File: src/rtl/vip_is2vid_pkg.sv
// vip_is2vid_pkg: shared types and constants for the IS-to-video input path.
//   state_t       receive state machine encoding
//   PKT_VIDEO     Avalon-ST video packet type nibble
//   PKT_CTRL      Avalon-ST control packet type nibble
//   CTRL_NIBBLES  nibbles carried by a control packet (width, height, interlace)
package vip_is2vid_pkg;

  typedef enum logic [2:0] {
    WAIT_SOP,
    CTRL,
    VIDEO,
    DISCARD,
    ANC
  } state_t;

  localparam logic [3:0] PKT_VIDEO    = 4'd0;
  localparam logic [3:0] PKT_CTRL     = 4'd15;
  localparam int         CTRL_NIBBLES = 9;

endpackage

File: src/rtl/vip_is2vid_av_st_input_if.sv
// vip_is2vid_av_st_input_if: Avalon-ST video beat bus, ready latency 1.
//   is_ready  sink -> source, registered ready
//   is_valid  beat valid
//   is_data   beat data (DATA_WIDTH)
//   is_sop    start of packet
//   is_eop    end of packet
// Modports: master = video source, slave = video sink.
interface vip_is2vid_av_st_input_if #(
  parameter int DATA_WIDTH = 20
);
  logic                  is_ready;
  logic                  is_valid;
  logic [DATA_WIDTH-1:0] is_data;
  logic                  is_sop;
  logic                  is_eop;

  modport master (input is_ready, output is_valid, is_data, is_sop, is_eop);
  modport slave  (output is_ready, input is_valid, is_data, is_sop, is_eop);
endinterface

File: src/rtl/vip_is2vid_ctrl_decode.sv
// vip_is2vid_ctrl_decode: control packet decoder.
// Collects the 9 control nibbles into shadow registers and publishes them
// on eop once all nibbles have arrived.
//   is_clk, rst_n   clock, async active-low reset
//   hdr             control header beat accepted (restarts beat numbering)
//   beat            control data beat accepted
//   eop             eop of the current beat
//   lane_nib        low nibble of each symbol lane of the current beat
//   ctrl_width/height/interlace  last complete decode
//   ctrl_update     pulse: ctrl_* just loaded
//   ctrl_err        pulse: packet ended before nibble 8
module vip_is2vid_ctrl_decode
  import vip_is2vid_pkg::*;
#(
  parameter int P = 2
) (
  input  logic              is_clk,
  input  logic              rst_n,
  input  logic              hdr,
  input  logic              beat,
  input  logic              eop,
  input  logic [P-1:0][3:0] lane_nib,
  output logic [15:0]       ctrl_width,
  output logic [15:0]       ctrl_height,
  output logic [3:0]        ctrl_interlace,
  output logic              ctrl_update,
  output logic              ctrl_err
);
  // Data beat carrying nibble 8; any eop at or after it completes the packet.
  localparam int LAST_BEAT = (CTRL_NIBBLES + P - 1) / P;

  logic [3:0]                    beat_idx;  // 1-based number of the next data beat
  logic [CTRL_NIBBLES-1:0][3:0]  shadow, shadow_nxt;
  logic                          full;

  // Nibble k lives in data beat 1+k/P, lane k%P. Beats past LAST_BEAT match
  // no nibble and so are ignored.
  for (genvar k = 0; k < CTRL_NIBBLES; k++) begin : g_nib
    localparam logic [3:0] BEAT_NO = 4'(1 + k / P);
    assign shadow_nxt[k] = (beat && beat_idx == BEAT_NO) ? lane_nib[k % P] : shadow[k];
  end

  assign full = (beat_idx >= 4'(LAST_BEAT));

  always_ff @(posedge is_clk or negedge rst_n) begin
    if (!rst_n) begin
      beat_idx       <= '0;
      shadow         <= '0;
      ctrl_width     <= '0;
      ctrl_height    <= '0;
      ctrl_interlace <= '0;
      ctrl_update    <= 1'b0;
      ctrl_err       <= 1'b0;
    end else begin
      shadow      <= shadow_nxt;
      ctrl_update <= beat && eop && full;
      // A header that is also eop carries no nibbles at all.
      ctrl_err    <= (hdr && eop) || (beat && eop && !full);
      if (hdr)
        beat_idx <= 4'd1;
      else if (beat && beat_idx != 4'hf)
        beat_idx <= beat_idx + 4'd1;
      if (beat && eop && full) begin
        ctrl_width     <= {shadow_nxt[0], shadow_nxt[1], shadow_nxt[2], shadow_nxt[3]};
        ctrl_height    <= {shadow_nxt[4], shadow_nxt[5], shadow_nxt[6], shadow_nxt[7]};
        ctrl_interlace <= shadow_nxt[8];
      end
    end
  end

endmodule

File: src/rtl/vip_is2vid_av_st_input.sv
// vip_is2vid_av_st_input: Avalon-ST video sink feeding the IS-to-video FIFO.
// Decodes control packets, forwards video packets as {data, end_flag} words
// and checks received video size against the last decoded control packet.
//   is_clk, rst_n    clock, async active-low reset
//   enable           0 withholds ready
//   av (slave)       Avalon-ST beat bus, ready latency 1
//   almost_full      FIFO has fewer than 3 free words
//   wrreq, wrdata    FIFO write, one cycle after the accepted beat
//   ctrl_*           last decoded control values, ctrl_update pulse
//   ctrl_err         pulse: control packet too short
//   size_err         pulse: video packet size mismatch at eop
//   pkt_err          pulse: sop arrived mid-packet
// Build option: VIP_IS2VID_ANC_PASS_EN forwards ancillary packets to the
// FIFO; without it they are dropped.
module vip_is2vid_av_st_input
  import vip_is2vid_pkg::*;
#(
  parameter int FIFO_WIDTH                          = 21,
  parameter int DATA_WIDTH                          = 20,
  parameter int NUMBER_OF_COLOUR_PLANES_IN_PARALLEL = 2,
  parameter int BPS                                 = 10
) (
  input  logic                  is_clk,
  input  logic                  rst_n,
  input  logic                  enable,
  vip_is2vid_av_st_input_if.slave av,
  input  logic                  almost_full,
  output logic                  wrreq,
  output logic [FIFO_WIDTH-1:0] wrdata,
  output logic [15:0]           ctrl_width,
  output logic [15:0]           ctrl_height,
  output logic [3:0]            ctrl_interlace,
  output logic                  ctrl_update,
  output logic                  ctrl_err,
  output logic                  size_err,
  output logic                  pkt_err
);
  localparam int P = NUMBER_OF_COLOUR_PLANES_IN_PARALLEL;

  state_t            state, state_nxt;
  logic              acc, sop_hdr, hdr_video, hdr_ctrl, hdr_anc;
  logic [3:0]        typ;
  logic [15:0]       samp_cnt, line_cnt, samp_nxt, line_nxt, samp_inc, line_tgt;
  logic              wr_nxt, size_err_nxt, pkt_err_nxt, ctrl_seen;
  logic [P-1:0][3:0] lane_nib;

  // Ready latency 1: the source only drives valid after seeing ready, so
  // every valid beat is accepted unconditionally.
  assign acc       = av.is_valid;
  assign sop_hdr   = acc && av.is_sop;
  assign typ       = av.is_data[3:0];
  assign hdr_video = (typ == PKT_VIDEO);
  assign hdr_ctrl  = (typ == PKT_CTRL);
`ifdef VIP_IS2VID_ANC_PASS_EN
  assign hdr_anc   = !hdr_video && !hdr_ctrl;
`else
  assign hdr_anc   = 1'b0;
`endif

  // Interlaced fields carry half the frame height.
  assign line_tgt = ctrl_interlace[3] ? {1'b0, ctrl_height[15:1]} : ctrl_height;

  for (genvar l = 0; l < P; l++) begin : g_lane
    assign lane_nib[l] = av.is_data[BPS*l +: 4];
  end

  always_ff @(posedge is_clk or negedge rst_n) begin
    if (!rst_n) av.is_ready <= 1'b0;
    else        av.is_ready <= enable && !almost_full;
  end

  // State register
  always_ff @(posedge is_clk or negedge rst_n) begin
    if (!rst_n) state <= WAIT_SOP;
    else        state <= state_nxt;
  end

  // Next state: any sop restarts decoding, whatever state we are in.
  always_comb begin
    state_nxt = state;
    if (sop_hdr) begin
      if (av.is_eop)      state_nxt = WAIT_SOP;
      else if (hdr_ctrl)  state_nxt = CTRL;
      else if (hdr_video) state_nxt = VIDEO;
      else if (hdr_anc)   state_nxt = ANC;
      else                state_nxt = DISCARD;
    end else if (acc && av.is_eop) begin
      state_nxt = WAIT_SOP;
    end
  end

  // Outputs: FIFO write, raster counters and error pulses.
  always_comb begin
    wr_nxt       = 1'b0;
    samp_nxt     = samp_cnt;
    line_nxt     = line_cnt;
    samp_inc     = samp_cnt + 16'(P);
    size_err_nxt = 1'b0;
    pkt_err_nxt  = sop_hdr && (state != WAIT_SOP);
    if (sop_hdr) begin
      wr_nxt   = hdr_video || hdr_anc;
      samp_nxt = '0;
      line_nxt = '0;
    end else if (acc) begin
      case (state)
        VIDEO: begin
          wr_nxt = 1'b1;
          if (samp_inc == ctrl_width) begin
            samp_nxt = '0;
            line_nxt = line_cnt + 16'd1;
          end else begin
            samp_nxt = samp_inc;
          end
          size_err_nxt = av.is_eop && ctrl_seen &&
                         ((samp_nxt != '0) || (line_nxt != line_tgt));
        end
        ANC:     wr_nxt = 1'b1;
        default: ;
      endcase
    end
  end

  always_ff @(posedge is_clk or negedge rst_n) begin
    if (!rst_n) begin
      samp_cnt  <= '0;
      line_cnt  <= '0;
      wrreq     <= 1'b0;
      wrdata    <= '0;
      size_err  <= 1'b0;
      pkt_err   <= 1'b0;
      ctrl_seen <= 1'b0;
    end else begin
      samp_cnt  <= samp_nxt;
      line_cnt  <= line_nxt;
      wrreq     <= wr_nxt;
      size_err  <= size_err_nxt;
      pkt_err   <= pkt_err_nxt;
      ctrl_seen <= ctrl_seen || ctrl_update;
      if (wr_nxt) wrdata <= {av.is_data, av.is_eop};
    end
  end

  vip_is2vid_ctrl_decode #(.P(P)) u_ctrl_decode (
    .is_clk         (is_clk),
    .rst_n          (rst_n),
    .hdr            (sop_hdr && hdr_ctrl),
    .beat           (acc && !av.is_sop && (state == CTRL)),
    .eop            (av.is_eop),
    .lane_nib       (lane_nib),
    .ctrl_width     (ctrl_width),
    .ctrl_height    (ctrl_height),
    .ctrl_interlace (ctrl_interlace),
    .ctrl_update    (ctrl_update),
    .ctrl_err       (ctrl_err)
  );

endmodule

File: src/flat_wrapper.sv
// flat-port wrapper written by rule: the top's interface ports become plain ports
module vip_is2vid_av_st_input_flat import vip_is2vid_pkg::*;
#(
  parameter int FIFO_WIDTH                          = 21,
  parameter int DATA_WIDTH                          = 20,
  parameter int NUMBER_OF_COLOUR_PLANES_IN_PARALLEL = 2,
  parameter int BPS                                 = 10
)
  (is_clk, rst_n, enable, almost_full, wrreq, wrdata, ctrl_width, ctrl_height, ctrl_interlace, ctrl_update, ctrl_err, size_err, pkt_err, av_is_ready, av_is_valid, av_is_data, av_is_sop, av_is_eop);
  vip_is2vid_av_st_input_if #(.DATA_WIDTH(DATA_WIDTH)) av_i ();
  input  logic is_clk;
  input  logic rst_n;
  input  logic enable;
  input  logic almost_full;
  output logic wrreq;
  output logic [FIFO_WIDTH-1:0] wrdata;
  output logic [15:0] ctrl_width;
  output logic [15:0] ctrl_height;
  output logic [3:0] ctrl_interlace;
  output logic ctrl_update;
  output logic ctrl_err;
  output logic size_err;
  output logic pkt_err;
  output wire logic [$bits(av_i.is_ready)-1:0] av_is_ready;
  input wire logic [$bits(av_i.is_valid)-1:0] av_is_valid;
  input wire logic [$bits(av_i.is_data)-1:0] av_is_data;
  input wire logic [$bits(av_i.is_sop)-1:0] av_is_sop;
  input wire logic [$bits(av_i.is_eop)-1:0] av_is_eop;
  assign av_is_ready = av_i.is_ready;
  assign av_i.is_valid = av_is_valid;
  assign av_i.is_data = av_is_data;
  assign av_i.is_sop = av_is_sop;
  assign av_i.is_eop = av_is_eop;
  vip_is2vid_av_st_input #(.FIFO_WIDTH(FIFO_WIDTH), .DATA_WIDTH(DATA_WIDTH), .NUMBER_OF_COLOUR_PLANES_IN_PARALLEL(NUMBER_OF_COLOUR_PLANES_IN_PARALLEL), .BPS(BPS)) u_core (.is_clk(is_clk), .rst_n(rst_n), .enable(enable), .av(av_i), .almost_full(almost_full), .wrreq(wrreq), .wrdata(wrdata), .ctrl_width(ctrl_width), .ctrl_height(ctrl_height), .ctrl_interlace(ctrl_interlace), .ctrl_update(ctrl_update), .ctrl_err(ctrl_err), .size_err(size_err), .pkt_err(pkt_err));
endmodule
File: config.mk
export PLATFORM = sky130hd
export DESIGN_NAME = vip_is2vid_av_st_input_flat
export DESIGN_NICKNAME = d
export VERILOG_FILES = /design/src/rtl/vip_is2vid_pkg.sv /design/src/rtl/vip_is2vid_av_st_input_if.sv /design/src/rtl/vip_is2vid_ctrl_decode.sv /design/src/rtl/vip_is2vid_av_st_input.sv /design/src/flat_wrapper.sv
export SDC_FILE = /design/constraint.sdc
export NUM_CORES = 1
export LEC_CHECK = 0
export BUFFER_PORTS_ARGS = -buffer_cell sky130_fd_sc_hd__buf_2
export CAP_MARGIN = 20
export CORE_MARGIN = 2
export CORE_UTILIZATION = 50
export DETAILED_ROUTE_END_ITERATION = 8
export PLACE_DENSITY = 0.7
export SLEW_MARGIN = 5
export SYNTH_ARGS = -nofsm -noshare
export SYNTH_HDL_FRONTEND = slang
export SYNTH_SLANG_ARGS = --single-unit
File: constraint.sdc
create_clock -name is_clk -period 4.48 [get_ports is_clk]
set_clock_uncertainty 0.15 [all_clocks]
set_input_delay 0.672 -clock is_clk [delete_from_list [all_inputs] [get_ports is_clk]]
set_output_delay 0.672 -clock is_clk [all_outputs]
set_load 0.01 [all_outputs]
==> key figures <==
Final layout
  – Fillers: 1,161
  – P&R area growth vs syn: 16.6%
  – Final Non-Filler Cells: 999
  – Share of cells above drive strength 1: 0.253
  – Antenna cells: 0
  – Fin nets: 839
  – Final instance area: 0.00843 mm^2

Power and ir drop
  – Total power: 3700 uW
  – PwrDens: 439 mW/mm^2
  – Leakage power: 0.00401 uW
  – Worst vdd ir: 285 uV

Worst setup path
  – Worst path max stage delay: 610 ps
  – R2R setup slack: 550 ps
  – Setup crit start kind: flop
  – CP required: 4640 ps
  – Slowest-stage cell, CP: or4_4
  – Maximum fanout along the worst path: 10
  – CP delay by family, top: simple AND/OR/NAND/NOR gates
  – Reg-to-Reg End: u_core.size_err
  – WP data arrival: 4100 ps
  – CP Cell Sequence: ha_1 > and2_1 > o21ai_1 > nor4_1 > o2111ai_1 > nor3_2 > nand3_4 > or4_4 > a2111oi_4 > a21oi_2
  – R2R depth: 10
  – Crit. End Element: flop
  – Setup CP Type: reg -> reg
  – Bufs and invs on worst path: 0
  – FF-to-FF Start: u_core.samp_cnt[1]

STA
  – Worst slew pin tran: 751 ps
  – Clock period minus worst slack: 3930 ps
  – Setup violators final: 0
  – Final setup TNS: 0 ps
  – Final Max Slew Viols: 0
  – Final Cycle Share: 0.878
  – Final Hold Violating Endpoints: 0
  – RSZ-0062 raised after global routing: false
  – Worst slew margin: 0.500
  – Max Clk Rate: 0.254 GHz
  – Hold WS: 238 ps

Yosys
  – Post-Syn Instances: 725
  – Dominant synthesized flop cell: dfrtp_1
  – Number of synthesized register bits: 138
  – Synth Cell Area: 0.00723 mm^2
  – Post-synth EDFFs: 0
  – Syn_nets: 758
  – Synth warnings: 0
  – Unique masters post-synth: 67
  – Syn Area/Cell: 9.98 um^2
  – Sequential share of the synthesized area: 0.478
  – Async SR Flop Fraction: 1.00

Global routing
  – First-pass GRT wire length: 31.2 mm
  – Vias in the first global route: 5,927
  – GRT Residual Overflow: 0
  – Gr usage total: 0.252
  – Largest net degree at the start of global routing: 113
  – Initial antenna violation count: 0

Place
  – Post-Place Cell Area: 0.00781 mm^2
  – Dpl cells: 964
  – Post-DP HPWL: 13.1 mm
  – Port bufs: 89
  – Final RePlAce weighted congestion: 0.947

Worst hold path
  – Hold endpoint: u_core.av.is_ready
  – Worst hold-check path type: in -> reg
  – Hold path startpoint: almost_full
  – Hold Crit Depth: 2

Route
  – Routed len/inst: 19.1 um
  – Drt first pass iters: 7
  – ANT nets after route: 0
  – DRC viols: 0
  – Post-Route WL: 19.0 mm
  – Via count: 5,909
  – DR vias/cell: 5.91
  – DR iter-0 viols: 629

Die
  – Core ar.: 0.0140 mm^2
  – Initial Utilization: 0.517
  – IO Pins: 90
  – Std-Cell Rows: 43
  – Die ar.: 0.0154 mm^2
  – Die Width: 124 um
  – Die Span Y: 124 um

Clock network
  – Clk_lat worst skew: 430 ps
  – H-tree depth: 4
  – CTS tree: built
  – Inserted Clock Buffers: 17
  – Setup bufs post-CTS: 0
  – Clock Sinks: 138
  – Deepest clock path buffer count: 2
  – CTS root buffer: clkbuf_16
  – Clock transition at path regs: 60 ps

Outcome
  – Run status: finished, final reports clean

Job
  – MaxCap Viol Count: 0
[through the flow]
stage	util	worst slack [ps]
floorplan	-	1160
global placement	0.558	832
detailed placement	0.558	658
CTS	0.599	631
global route	0.603	321
finish	0.603	545
[repair_timing]
action                    in CTS  in global routing
hold buffers                   0                  1
resized for setup              0                  0
hold endpoints to repair       0                 18
[sequential cells by signal, summed over array words and instances, names as in the netlist, 2 cells and up]
name / cells
u_core.u_ctrl_decode.shadow: 36
u_core.wrdata: 21
u_core.line_cnt: 16
u_core.samp_cnt: 16
u_core.u_ctrl_decode.ctrl_height: 16
u_core.u_ctrl_decode.ctrl_width: 16
u_core.u_ctrl_decode.beat_idx: 4
u_core.u_ctrl_decode.ctrl_interlace: 4
u_core.state: 2
[kinds of logic after synthesis]
kind of cell,count (synthesis),synth area share
adders and majority gates,6,0.0104
buffers and inverters,45,0.0249
xor gates and xnor gates,44,0.0533
muxes,79,0.120
AOI/OAI and AO/OA,121,0.115
DFF,138,0.478
and+or+nand+nor,292,0.199
[routing by layer]
layer / wire, um / vias to the layer above / share of wire / track usage
met1: 8300 / 2900 / 0.44 / 0.336
met3: 1070 / 31 / 0.056 / 0.0567
met5: 0 / - / 0 / 0
li1: - / 2756 / - / -
met2: 9260 / 222 / 0.49 / 0.403
met4: 417 / 0 / 0.022 / 0.0965
[cell usage in the layout, fill, tap and decap left out, types with 3 or more instances in the layout]
cell / netlist / routed
inv_6: 0 / 5
nand2_1: 142 / 142
nand4_1: 16 / 16
nor4_1: 4 / 4
nor2b_1: 11 / 11
nor3_1: 8 / 8
nand2b_1: 4 / 4
a41oi_1: 3 / 3
clkbuf_16: 0 / 17
nand3_1: 16 / 16
xor2_1: 17 / 17
nor2_1: 43 / 43
or2_2: 3 / 3
xnor2_1: 27 / 27
and2_1: 7 / 7
buf_2: 5 / 88
a21oi_1: 14 / 14
ha_1: 6 / 6
o21ai_0: 33 / 32
mux2i_1: 19 / 19
o31ai_1: 20 / 20
or3_1: 4 / 4
nor3_2: 3 / 3
a31oi_1: 9 / 9
inv_1: 8 / 8
o2111ai_1: 4 / 4
o41ai_1: 3 / 3
buf_4: 1 / 6
and4_1: 9 / 9
clkinvlp_4: 0 / 4
and3_1: 12 / 12
a21o_1: 4 / 4
mux2_2: 59 / 59
dfrtp_1: 138 / 138
[synthesized netlist by cell type, drive strengths merged (4+ instances only)]
library cell  count  area, um^2
and4              9        78.8
mux2i            19         190
nand3            17        97.6
o2111ai           4        35.0
a31oi             9        56.3
nand4            17         121
nor3             11        70.1
nand2           143         539
mux2             60         679
nor2             43         161
or3               4        25.0
nand2b            4        25.0
and3             12        75.1
nor4              5        46.3
xor2             17         149
clkbuf           27         103
o31ai            20         150
nor2b            11        68.8
o21ai            35         175
dfrtp           138        3450
and2              7        43.8
ha                6        75.1
xnor2            27         236
inv               9        33.8
a21o              4        30.0
a21oi            15        78.8
buf               9        43.8
[final cells by class]
| cell class | instances | area, um^2 | area share |
|---|---|---|---|
| Multi-Input combinational cell | 542 | 3600 | 0.427 |
| Sequential cell | 138 | 3450 | 0.409 |
| Timing Repair Buffer | 98 | 546 | 0.0647 |
| Clock buffer | 18 | 439 | 0.0521 |
| Tap cell | 180 | 225 | 0.0267 |
| Clock inverter | 14 | 134 | 0.0159 |
| Inverter | 9 | 33.8 | 0.00401 |
[worst max path at each step]
stage	end	cells past startpoint	startpoint	slack (ps)
global route	u_core.samp_cnt[11]	12	u_core.samp_cnt[1]	320
detailed placement	u_core.size_err	10	u_core.samp_cnt[1]	660
global placement	u_core.size_err	10	u_core.samp_cnt[1]	830
floorplan	u_core.size_err	11	u_core.samp_cnt[1]	1160
finish	u_core.size_err	10	u_core.samp_cnt[1]	550
CTS	u_core.size_err	10	u_core.samp_cnt[1]	630
[where the power goes]
| part | switching [uW] | internal (uW) |
|---|---|---|
| Combinational | 387 | 336 |
| Clock | 577 | 788 |
| Sequential | 132 | 1480 |
(Power assumes the default switching activity.)
